`config.mk`:
```
export PLATFORM = sky130hd
export DESIGN_NAME = cordic_out_stage
export DESIGN_NICKNAME = d
export VERILOG_FILES = /design/src/rtl/cordic_out_stage_pkg.sv /design/src/rtl/cordic_out_fifo.sv /design/src/rtl/cordic_out_stage.sv
export SDC_FILE = /design/constraint.sdc
export NUM_CORES = 1
export LEC_CHECK = 0
export ABC_AREA = 1
export BUFFER_PORTS_ARGS = -buffer_cell sky130_fd_sc_hd__buf_2
export CORE_UTILIZATION = 55
export CTS_BUF_LIST = sky130_fd_sc_hd__clkbuf_4
export DETAILED_ROUTE_END_ITERATION = 6
export PLACE_DENSITY = 0.72
export SLEW_MARGIN = 40
export SYNTH_ARGS = -nofsm -noshare
export SYNTH_HDL_FRONTEND = slang
export SYNTH_HIERARCHICAL = 1
export SYNTH_SLANG_ARGS = --single-unit
```
`constraint.sdc`:
```
create_clock -name i_clk -period 4.91 [get_ports i_clk]
set_input_delay 0 -clock i_clk [delete_from_list [all_inputs] [get_ports i_clk]]
set_output_delay 0 -clock i_clk [all_outputs]
set_load 0.01 [all_outputs]
```
`src/rtl/cordic_out_stage_pkg.sv`:
```
// ---------------------------------------------------------------------------
// cordic_out_stage_pkg
// Shared CORDIC types and constants.
//   CORDIC_W            - width of each signed result component
//   CORDIC_INV_GAIN_Q15 - 1/K for 12 micro-rotations, unsigned Q0.15
//   cordic_data         - packed {x, y, z} result beat
// ---------------------------------------------------------------------------
package cordic_out_stage_pkg;

    localparam int CORDIC_W = 16;

    // 0.607253 * 2^15, rounded
    localparam int unsigned CORDIC_INV_GAIN_Q15 = 19898;

    typedef struct packed {
        logic signed [CORDIC_W-1:0] x;
        logic signed [CORDIC_W-1:0] y;
        logic signed [CORDIC_W-1:0] z;
    } cordic_data;

endpackage

```
`src/rtl/cordic_out_fifo.sv`:
```
// ---------------------------------------------------------------------------
// cordic_out_fifo
// First-word-fall-through FIFO for compensated CORDIC results. The writer
// cannot be stalled, so a push into a full FIFO without a simultaneous pop is
// dropped and a sticky overflow flag is raised.
//   clk, srst   - clock, synchronous active-high reset
//   push        - write request (one beat per cycle)
//   push_data   - beat to write
//   head_valid  - head entry present (registered)
//   head_ready  - consumer takes the head this cycle
//   head_data   - head entry (registered, stable while not popped)
//   level       - occupancy, 0..DEPTH (registered)
//   overflow    - sticky dropped-beat flag
// ---------------------------------------------------------------------------
module cordic_out_fifo
    import cordic_out_stage_pkg::*;
#(
    parameter int unsigned DEPTH = 4
) (
    input  logic                     clk,
    input  logic                     srst,
    input  logic                     push,
    input  cordic_data               push_data,
    output logic                     head_valid,
    input  logic                     head_ready,
    output cordic_data               head_data,
    output logic [$clog2(DEPTH):0]   level,
    output logic                     overflow
);

    localparam int PTR_W   = $clog2(DEPTH);
    localparam int LEVEL_W = PTR_W + 1;
    localparam logic [LEVEL_W-1:0] FULL_LEVEL = LEVEL_W'(DEPTH);

    cordic_data             mem [DEPTH];
    logic [PTR_W-1:0]       rd_ptr_reg, rd_ptr_next;
    logic [PTR_W-1:0]       wr_ptr_reg;
    logic [LEVEL_W-1:0]     level_reg, level_after_pop, level_next;
    logic                   valid_reg;
    logic                   overflow_reg;
    cordic_data             head_reg, head_next;

    logic pop;
    logic accept;
    logic drop;

    assign pop    = valid_reg & head_ready;
    // A full FIFO still takes a beat when the head leaves in the same cycle.
    assign accept = push & ((level_reg != FULL_LEVEL) | pop);
    assign drop   = push & ~accept;

    assign level_after_pop = level_reg - LEVEL_W'(pop);
    assign level_next      = level_after_pop + LEVEL_W'(accept);
    assign rd_ptr_next     = rd_ptr_reg + PTR_W'(pop);

    // The head is kept in its own register so head_data is a flop output.
    // After this cycle's pop, the new head is either the beat being written
    // now (nothing else left) or the next stored entry.
    always_comb begin
        head_next = head_reg;
        if (level_next != '0) begin
            if (level_after_pop == '0) begin
                head_next = push_data;
            end else begin
                head_next = mem[rd_ptr_next];
            end
        end
    end

    always_ff @(posedge clk) begin
        if (accept) begin
            mem[wr_ptr_reg] <= push_data;
        end
    end

    always_ff @(posedge clk) begin
        if (srst) begin
            rd_ptr_reg   <= '0;
            wr_ptr_reg   <= '0;
            level_reg    <= '0;
            valid_reg    <= 1'b0;
            overflow_reg <= 1'b0;
            head_reg     <= '0;
        end else begin
            rd_ptr_reg <= rd_ptr_next;
            wr_ptr_reg <= wr_ptr_reg + PTR_W'(accept);
            level_reg  <= level_next;
            valid_reg  <= (level_next != '0);
            head_reg   <= head_next;
            if (drop) begin
                overflow_reg <= 1'b1;
            end
        end
    end

    assign head_valid = valid_reg;
    assign head_data  = head_reg;
    assign level      = level_reg;
    assign overflow   = overflow_reg;

endmodule

```
`src/rtl/cordic_out_stage.sv`:
```
// ---------------------------------------------------------------------------
// cordic_out_stage
// Output stage for the CORDIC core: scales x and y by the gain-compensation
// constant (two pipeline stages: multiply, then round-half-up) and buffers the
// results in a FWFT FIFO with ready/valid on the consumer side.
//   i_clk, i_rst - clock, synchronous active-high reset
//   i_valid      - result beat from the core (no backpressure)
//   i_data       - core result {x, y, z}
//   o_valid      - FIFO head valid
//   o_ready      - consumer accepts the head
//   o_data       - compensated result at the FIFO head
//   o_level      - FIFO occupancy
//   o_overflow   - sticky; a beat was dropped on a full FIFO
// ---------------------------------------------------------------------------
module cordic_out_stage
    import cordic_out_stage_pkg::*;
#(
    parameter int unsigned GAIN_Q15   = CORDIC_INV_GAIN_Q15,
    parameter bit          GAIN_EN    = 1'b1,
    parameter int unsigned FIFO_DEPTH = 4
) (
    input  logic                          i_clk,
    input  logic                          i_rst,
    input  logic                          i_valid,
    input  cordic_data                    i_data,
    output logic                          o_valid,
    input  logic                          o_ready,
    output cordic_data                    o_data,
    output logic [$clog2(FIFO_DEPTH):0]   o_level,
    output logic                          o_overflow
);

    // ---------------- S1: scale ----------------
    logic signed [31:0] x_prod_next, y_prod_next;

    generate
        if (GAIN_EN) begin : g_gain
            localparam logic signed [31:0] GAIN_S = 32'(GAIN_Q15);
            assign x_prod_next = 32'(i_data.x) * GAIN_S;
            assign y_prod_next = 32'(i_data.y) * GAIN_S;
        end else begin : g_bypass
            // Scaling by exactly 2^15 makes the S2 rounding an identity,
            // so the bypass path shares the same datapath and latency.
            assign x_prod_next = 32'(i_data.x) <<< 15;
            assign y_prod_next = 32'(i_data.y) <<< 15;
        end
    endgenerate

    logic                       s1_valid_reg;
    logic signed [31:0]         s1_x_prod_reg, s1_y_prod_reg;
    logic signed [CORDIC_W-1:0] s1_z_reg;

    always_ff @(posedge i_clk) begin
        if (i_rst) begin
            s1_valid_reg <= 1'b0;
        end else begin
            s1_valid_reg <= i_valid;
        end
    end

    always_ff @(posedge i_clk) begin
        s1_x_prod_reg <= x_prod_next;
        s1_y_prod_reg <= y_prod_next;
        s1_z_reg      <= i_data.z;
    end

    // ---------------- S2: round half up ----------------
    // (p + 2^14) >>> 15 truncated to 16 bits is bits [30:15] of the sum.
    // |gain| < 1 keeps the result inside 16 bits, so no saturation.
    logic signed [31:0] x_sum, y_sum;
    logic               unused_round_bits;

    assign x_sum = s1_x_prod_reg + 32'sd16384;
    assign y_sum = s1_y_prod_reg + 32'sd16384;
    assign unused_round_bits = ^{x_sum[31], x_sum[14:0], y_sum[31], y_sum[14:0]};

    logic       s2_valid_reg;
    cordic_data s2_data_reg;

    always_ff @(posedge i_clk) begin
        if (i_rst) begin
            s2_valid_reg <= 1'b0;
        end else begin
            s2_valid_reg <= s1_valid_reg;
        end
    end

    always_ff @(posedge i_clk) begin
        s2_data_reg.x <= x_sum[30:15];
        s2_data_reg.y <= y_sum[30:15];
        s2_data_reg.z <= s1_z_reg;
    end

    // ---------------- output buffer ----------------
    cordic_out_fifo #(
        .DEPTH (FIFO_DEPTH)
    ) u_fifo (
        .clk        (i_clk),
        .srst       (i_rst),
        .push       (s2_valid_reg),
        .push_data  (s2_data_reg),
        .head_valid (o_valid),
        .head_ready (o_ready),
        .head_data  (o_data),
        .level      (o_level),
        .overflow   (o_overflow)
    );

endmodule

```
Word level (Yosys, flattened, before mapping)
Memories as Yosys holds them, arrays and structs flattened.
Index checks and enable logic that the tools add are counted.
{ "op_classes": {"n_addsub": 6, "n_mul": 2, "n_div": 0, "order_cmp": 0, "eq_ne": 1, "n_shift": 0, "mux": 3, "bitwise_logic": 5, "n_reduce_logical": 2} }
{ "op_table": {"columns": ["op", "count"], "rows": [
  ["adder 31 x 16 -> 31 bit (second input constant)", 2],
  ["multiplier 16 x 15 -> 30 bit (second input constant)", 2],
  ["two-way mux 48 bit", 1],
  ["adder 2 x 1 -> 2 bit", 2],
  ["adder 3 x 1 -> 3 bit", 1],
  ["AND 1 bit", 3],
  ["zero test 3 bit", 1],
  ["!= test 3 bit (second input constant)", 1],
  ["nonzero test 3 bit", 1],
  ["subtractor 3 x 1 -> 3 bit", 1],
  ["two-way mux 1 bit", 2],
  ["inverter 1 bit", 1],
  ["bitwise OR 1 bit", 1]
]} }
{ "totals": {"regBits": 183, "latch_bits": 0, "ramBits": 192, "mem_bits_ro": 0, "input_bits": 52, "out_inout_bits": 53, "wordCells": 36, "n_memories": 1} }
{ "mem_list": {"columns": ["name", "words", "width", "rd", "rd_ports_with_merged_regs", "wr", "line_no", "rtl"], "rows": [
  ["u_fifo.mem", 4, 48, 1, 0, 1, "cordic_out_fifo.sv:35", "cordic_data mem [DEPTH];"]
]} }

Longest topological paths before layout
Gate-level depths: netlist (run 1).
{ "logic_depth": {"word_depth": 5, "ltp_mapped": 23} }

By module
The synthesis (run 1) kept the hierarchy.
{ "modules_own_cells": {"columns": ["module", "instances", "cells_per_inst", "area_per_inst_um2", "seq_area_each_um2"], "rows": [
  ["cordic_out_stage", 1, 1551, 13406.6, 2001.9],
  ["cordic_out_fifo", 1, 1136, 10844.2, 6906.6]
]} }

Least setup slack after synthesis (run 1)
Ideal clock, no wire load.
{ "synth_path": {"kind": "register to register", "start": "register u_fifo.level_reg[0], in the netlist u_fifo/level[0]", "end": "memory u_fifo/mem[0][0] (netlist bit) (enable)", "arrival_time_ns": 3.922, "required_time_ns": 4.397, "path_slack_ns": 0.475, "path_stages_with_launch": 5, "n_path_buf": 0, "period_less_slack_ns": 4.435, "path_cell_list": "dfxtp_1 inv_1 nand4_1 nand2_1 nor3_1"} }
{ "synth_between": {"elab_chain_len": 5} }
{ "synth_rtl": {"columns": ["element", "line_no", "rtl"], "rows": [
  ["start, declared", "cordic_out_fifo.sv:38", "logic [LEVEL_W-1:0] level_reg, level_after_pop, level_next;"],
  ["start signal, assigned", "cordic_out_fifo.sv:87", "level_reg <= level_next;"],
  ["!= test 3 bit", "cordic_out_fifo.sv:49", "assign accept = push & ((level_reg != FULL_LEVEL) | pop);"],
  ["bitwise OR 1 bit", "cordic_out_fifo.sv:49", null],
  ["AND 1 bit", "cordic_out_fifo.sv:49", null],
  ["two-way mux 1 bit", "cordic_out_fifo.sv:71", "if (accept) begin"],
  ["two-way mux 1 bit (not written as such)", "cordic_out_fifo.sv:72", "mem[wr_ptr_reg] <= push_data;"],
  ["end, declared", "cordic_out_fifo.sv:35", null]
]} }
Every way passes these cells.

Worst setup path in the final report (run 1)
{ "layout_path": {"start": "input i_data[46] (netlist bit)", "end": "register s1_x_prod_reg[27]"} }
{ "layout_between": {"elab_chain_len": 1} }
{ "layout_rtl": {"columns": ["element", "line_no", "rtl"], "rows": [
  ["start, declared", "cordic_out_stage.sv:25", "input cordic_data i_data,"],
  ["multiplier 16 x 15 -> 30 bit", "cordic_out_stage.sv:39", "assign x_prod_next = 32'(i_data.x) * GAIN_S;"],
  ["via x_prod_next[27]", "cordic_out_stage.sv:34", "logic signed [31:0] x_prod_next, y_prod_next;"],
  ["end signal, assigned", "cordic_out_stage.sv:62", "s1_x_prod_reg <= x_prod_next;"],
  ["end, declared", "cordic_out_stage.sv:50", "logic signed [31:0] s1_x_prod_reg, s1_y_prod_reg;"]
]} }
The timed path passes the listed nets, and every way through them passes these cells.
A chain may end at the register's enable or synchronous reset.

==> results.py, run 1 <==
metrics = {
    "grt": {
        "grt_start_max_net_pins": 98,
        "grt_pass1_wl_mm": 87.7,
        "grt_usage": 0.246,
        "overflow": 0,
        "grt_pass1_vias": 17900,
        "antenna_found_initial": 1,
    },
    "sta": {
        "fin_skew_ns": 0.0565,
        "setup_violations": 0,
        "rsz0062_at_grt": "false",
        "max_slew.worst_pin.slew_ns": 0.853,
        "slew_headroom": 0.431,
        "max_freq_mhz": 219,
        "hold_viol": 0,
        "maxSlewViolCount": 0,
        "period_needed_ns": 4.56,
        "fin_setup_tns_ns": 0,
        "timing.final.crit_share": 0.928,
    },
    "logic_synthesis": {
        "synth.ff_latch_count": 349,
        "synthesis.area_um2": 24300,
        "ys.flop_type": "edfxtp_1",
        "async_reset_ff_frac": 0,
        "syn_avg_cell_area_um2": 9.03,
        "yosys-top-cells-area": "edfxtp_1, fa_1, ha_1",
        "ys_types": 47,
        "synthCells": 2687,
        "syn_nets": 3167,
        "yosys_warnings": 6,
        "synth_top_area_cell": "edfxtp_1",
        "synth_edf_count": 192,
        "synth_seq_area_share": 0.367,
        "synth_top_area_frac": 0.238,
    },
    "layout": {
        "final_common_cell": "nand2_1",
        "num-fill-cells": 3643,
        "final_cell_mix": "nand2_1, inv_1, ha_1, edfxtp_1, fa_1",
        "drive_above_1_share": 0.107,
        "nets": 3354,
        "largest_register_ffs": 192,
        "area_delta_synth_final_pct": 10.3,
    },
    "critical_path": {
        "crit_path_end_kind": "flop",
        "crit_chain": "dlygate4sd3_1 -> buf_2 -> inv_1 -> ha_1 -> inv_1 -> fa_1 -> fa_1 -> fa_1 -> fa_1 -> inv_1 -> fa_1 -> inv_1 -> ha_1 -> a21oi_1 -> o21ai_0 -> o21bai_1 -> nand3_1 -> nand2_1 -> nand2_1",
        "r2r_end": "u_fifo/head_data[17]$_SDFFE_PP0P_",
        "crit_type": "primary input to flop",
        "crit_path_top_delay_cell": "dlygate4sd3_1",
        "slowest_delay_ns": 0.52,
        "cpLargestDelayFamily": "adder cells",
        "crit_path_frequent_cell": "fa_1",
        "crit_fanout": 6,
        "rrSetupSlack_ns": 1.41,
        "arrival_ns": 5.17,
        "path_buf_inv": 6,
        "critPathLaunchType": "primary input",
        "r2r_cells": 9,
        "crit-reg2reg-launch": "u_fifo/level[2]$_SDFF_PP0_",
        "endpoint": "s1_x_prod_reg[27]$_DFF_P_",
        "crit_start": "i_data[46]",
        "cp.required_ns": 5.52,
        "worst-path-stages": 19,
    },
    "clocking": {
        "clkTransAtPathRegs_ns": 0.06,
        "clockBufferDepth": 3,
        "htreeDepth": 3,
        "cts_tree": "built",
        "cts.sink_count": 349,
        "post_cts_resized": 0,
        "cts_root_buf": "clkbuf_4",
        "hold_buffers": 44,
        "post_cts_buffers": 0,
        "clock_latency_ns": 0.73,
        "cts_buffers": 83,
    },
    "drt": {
        "remaining_drc_errors": 0,
        "vias_per_cell": 5.01,
        "wl_per_cell_um": 15.2,
        "firstDrtPassIters": 5,
        "vias": 17700,
        "drtIter0Drc": 842,
        "totalWireLength_mm": 53.6,
        "postRouteAntennaNets": 0,
    },
    "floorplanning": {
        "rows": 76,
        "pin_count": 105,
        "die-area_um2": 44900,
        "core_area_um2": 43300,
        "die_w_um": 212,
        "dieHeight_um": 212,
        "initial_utilization": 0.560,
    },
    "placement": {
        "place_hpwl_mm": 39.5,
        "place_congestion": 0.938,
        "port_buffers": 104,
    },
    "job": {
        "maxCapViolCount": 0,
    },
    "worst_hold_path": {
        "hold_class": "primary input to flop",
        "min_from": "i_data[47]",
    },
    "outcome": {
        "status": "completed",
    },
}
[tightest hold or removal path: stages]
cell and delay (ns):
buf_2 0.13, buf_4 0.22, ha_1 0.24, nand3_1 0.09, nand2_1 0.05
[synth_stat cells, drive strengths merged, types with 18 or more instances]
| library cell | instances |
|---|---|
| o21ai | 35 |
| nand2 | 805 |
| nand4 | 18 |
| dfxtp | 157 |
| inv | 488 |
| fa | 175 |
| a21oi | 116 |
| ha | 253 |
| nor2 | 98 |
| buf | 52 |
| edfxtp | 192 |
| xor2 | 66 |
| xnor2 | 24 |
| nand3 | 141 |
[worst min-delay path by stage]
| stage | end | slack, ns | cells after the start |
|---|---|---|---|
| global route | s1_x_prod_reg[30]$_DFF_P_ | 0.07 | 5 |
| detailed placement | s1_z_reg[15]$_DFF_P_ | 0.10 | 1 |
| floorplan | s1_z_reg[0]$_DFF_P_ | 0.03 | 0 |
| finish | s1_x_prod_reg[30]$_DFF_P_ | 0.05 | 5 |
| global placement | s1_z_reg[7]$_DFF_P_ | 0.10 | 1 |
| CTS | s1_x_prod_reg[30]$_DFF_P_ | 0.001 | 5 |
[cell families after synthesis]
group	after synthesis	share of synthesized area
flip-flops	349	0.367
AND/OR/NAND/NOR	1082	0.186
XOR/XNOR	90	0.0325
adder cells (fa/ha/maj)	428	0.275
buffers and inverters	548	0.0929
AO/OA/AOI/OAI	190	0.0460
[routing by layer]
| layer | track usage | vias to the layer above | part of all wire |
|---|---|---|---|
| met5 | 0 | - | 0 |
| met2 | 0.433 | 397 | 0.49 |
| met4 | 0.0690 | 0 | 0.017 |
| met3 | 0.0340 | 76 | 0.043 |
| met1 | 0.314 | 8350 | 0.45 |
| li1 | - | 8844 | - |
[metrics by stage]
step            util  hold slack [ns]  instances  instance area [µm²]  worst slack [ns]
6_report       0.618           0.0471       3527                26800             0.351
5_1_grt        0.618           0.0676       3526                26800             0.193
2_1_floorplan      -           0.0277       2687                24300             0.475
3_3_place_gp   0.583            0.102       3330                25200             0.148
3_5_place_dp   0.583            0.104       3330                25200            0.0803
4_1_cts        0.618          0.00135       3525                26800             0.381
[final cells by class]
cell class                      instances  area [µm²]  share of cell area
Antenna cell                            2        5.00            0.000187
Clock buffer                          123         923              0.0345
Clock inverter                         28         164             0.00613
Inverter                              489        1840              0.0687
Multi-Input combinational cell       1790       13100               0.490
Sequential cell                       349        8910               0.333
Tap cell                              585         732              0.0274
Timing Repair Buffer                  161        1070              0.0398
Power of run 1 is left out: the tool's default activity adds up to more than one toggle a clock period on the data nets, which glitch-free logic cannot reach.
==> run 2: changes to the inputs <==
==> constraint.sdc (replaced) <==
create_clock -name i_clk -period 4.8 [get_ports i_clk]
set_input_delay 0 -clock i_clk [delete_from_list [all_inputs] [get_ports i_clk]]
set_output_delay 0 -clock i_clk [all_outputs]
set_load 0.01 [all_outputs]
==> run 2 against run 1 <==
- sequential share of layout area hardly changed
- cell count grew 0.14%
- sequential cell count unchanged
- non-clock buffer count grew 4
- clock skew shrank 0.017 ns
- routed wire length fell by 0.14%
- critical endpoint unchanged
==> results.py, run 2 (synthesis gave the netlist of run 1 again) <==
metrics = {
    "grt": {
        "grt_usage": 0.244,
        "grt_start_max_net_pins": 98,
        "overflow": 0,
        "antenna_found_initial": 1,
        "grt_pass1_vias": 17600,
        "grt_pass1_wl_mm": 86.6,
    },
    "critical_path": {
        "crit_type": "primary input to flop",
        "crit_path_frequent_cell": "fa_1",
        "arrival_ns": 5.22,
        "critPathLaunchType": "primary input",
        "cp.required_ns": 5.38,
        "slowest_delay_ns": 0.51,
        "crit_fanout": 6,
        "crit_chain": "dlygate4sd3_1 -> buf_2 -> inv_1 -> ha_1 -> inv_1 -> fa_1 -> fa_1 -> fa_1 -> fa_1 -> inv_1 -> fa_1 -> inv_1 -> ha_1 -> a21oi_1 -> o21ai_0 -> o21bai_1 -> nand3_1 -> nand2_1 -> nand2_1",
        "crit_path_end_kind": "flop",
        "crit_path_top_delay_cell": "dlygate4sd3_1",
    },
    "job": {
        "maxCapViolCount": 0,
    },
    "floorplanning": {
        "core_area_um2": 43300,
        "initial_utilization": 0.560,
        "rows": 76,
        "die-area_um2": 44900,
        "pin_count": 105,
        "dieHeight_um": 212,
        "die_w_um": 212,
    },
    "outcome": {
        "status": "completed",
    },
    "layout": {
        "final_cell_mix": "nand2_1, inv_1, ha_1, edfxtp_1, fa_1",
        "num-fill-cells": 3603,
        "nets": 3358,
        "final_common_cell": "nand2_1",
        "final_util": 0.619,
        "area_delta_synth_final_pct": 10.4,
        "drive_above_1_share": 0.106,
        "largest_register_ffs": 192,
    },
    "sta": {
        "rsz0062_at_grt": "false",
        "timing.final.crit_share": 0.967,
        "setup_violations": 0,
        "fin_skew_ns": 0.0396,
        "slew_headroom": 0.471,
        "maxSlewViolCount": 0,
        "max_freq_mhz": 216,
        "max_slew.worst_pin.slew_ns": 0.792,
        "hold_viol": 0,
        "fin_setup_tns_ns": 0,
        "period_needed_ns": 4.64,
    },
    "clocking": {
        "clock_latency_ns": 0.72,
        "cts_root_buf": "clkbuf_4",
        "cts.sink_count": 349,
        "cts_buffers": 83,
        "htreeDepth": 3,
        "clockBufferDepth": 3,
        "cts_tree": "built",
        "clkTransAtPathRegs_ns": 0.06,
    },
    "worst_hold_path": {
        "hold_class": "primary input to flop",
    },
    "drt": {
        "vias": 17600,
        "firstDrtPassIters": 6,
        "totalWireLength_mm": 53.5,
        "postRouteAntennaNets": 0,
        "remaining_drc_errors": 0,
        "wl_per_cell_um": 15.2,
        "drtIter0Drc": 1006,
        "vias_per_cell": 4.99,
    },
    "placement": {
        "port_buffers": 104,
        "place_hpwl_mm": 39.3,
        "place_congestion": 0.939,
    },
}
[run 2: cell type report]
cell class              instances  area, µm²  share of cell area
inverters                     489       1840              0.0687
well taps                     585        732              0.0273
clock buffers                 115        863              0.0322
clock inverters                38        201             0.00752
repair buffers                165       1110              0.0415
flip-flops and latches        349       8910               0.333
diodes                          1       2.50           0.0000935
multi-input cells            1790      13100               0.490
[run 2: worst max-delay path, delay by kind of cell]
family	cells	cell delay, ns
AO/OA/AOI/OAI	3	0.85
buffers and inverters	6	1.00
adder cells (fa/ha/maj)	7	3.08
AND/OR/NAND/NOR	3	0.29
[run 2: through the flow]
stage | hold slack [ns] | cells | worst slack, ns | cell area [µm²]
floorplan | 0.0277 | 2687 | 0.365 | 24300
global placement | 0.102 | 3332 | 0.0588 | 25200
detailed placement | 0.104 | 3332 | 0.0361 | 25200
CTS | 0.00467 | 3530 | 0.299 | 26800
global route | 0.0652 | 3532 | 0.0243 | 26800
finish | 0.0731 | 3532 | 0.160 | 26800
[run 2: repair_timing]
item | in CTS | in global routing
hold buffers | 45 | 0
resized for setup | 0 | 0
hold endpoints to repair | 33 | 0
setup buffers | 0 | 0
[run 2: path summary, 6_finish.rpt]
| path | startpoint | to | slack, ns | cells after the start |
|---|---|---|---|---|
| worst min register to register | s1_z_reg[14]$_DFF_P_ | s2_data_reg[14]$_DFF_P_ | 0.33 | 0 |
| worst max register to register | u_fifo/level[2]$_SDFF_PP0_ | u_fifo/head_data[21]$_SDFFE_PP0P_ | 1.64 | 9 |
| worst max-delay path | i_data[46] | s1_x_prod_reg[27]$_DFF_P_ | 0.16 | 19 |
| worst min-delay path | i_data[47] | s1_x_prod_reg[30]$_DFF_P_ | 0.07 | 5 |
[run 2: routing by layer]
metal	GRT usage	vias up	share of wire
met5	0	-	0
met4	0.0795	0	0.021
met3	0.0315	74	0.048
li1	-	8844	-
met1	0.314	8250	0.44
met2	0.424	468	0.49
Power of run 2 is left out for the same reason.
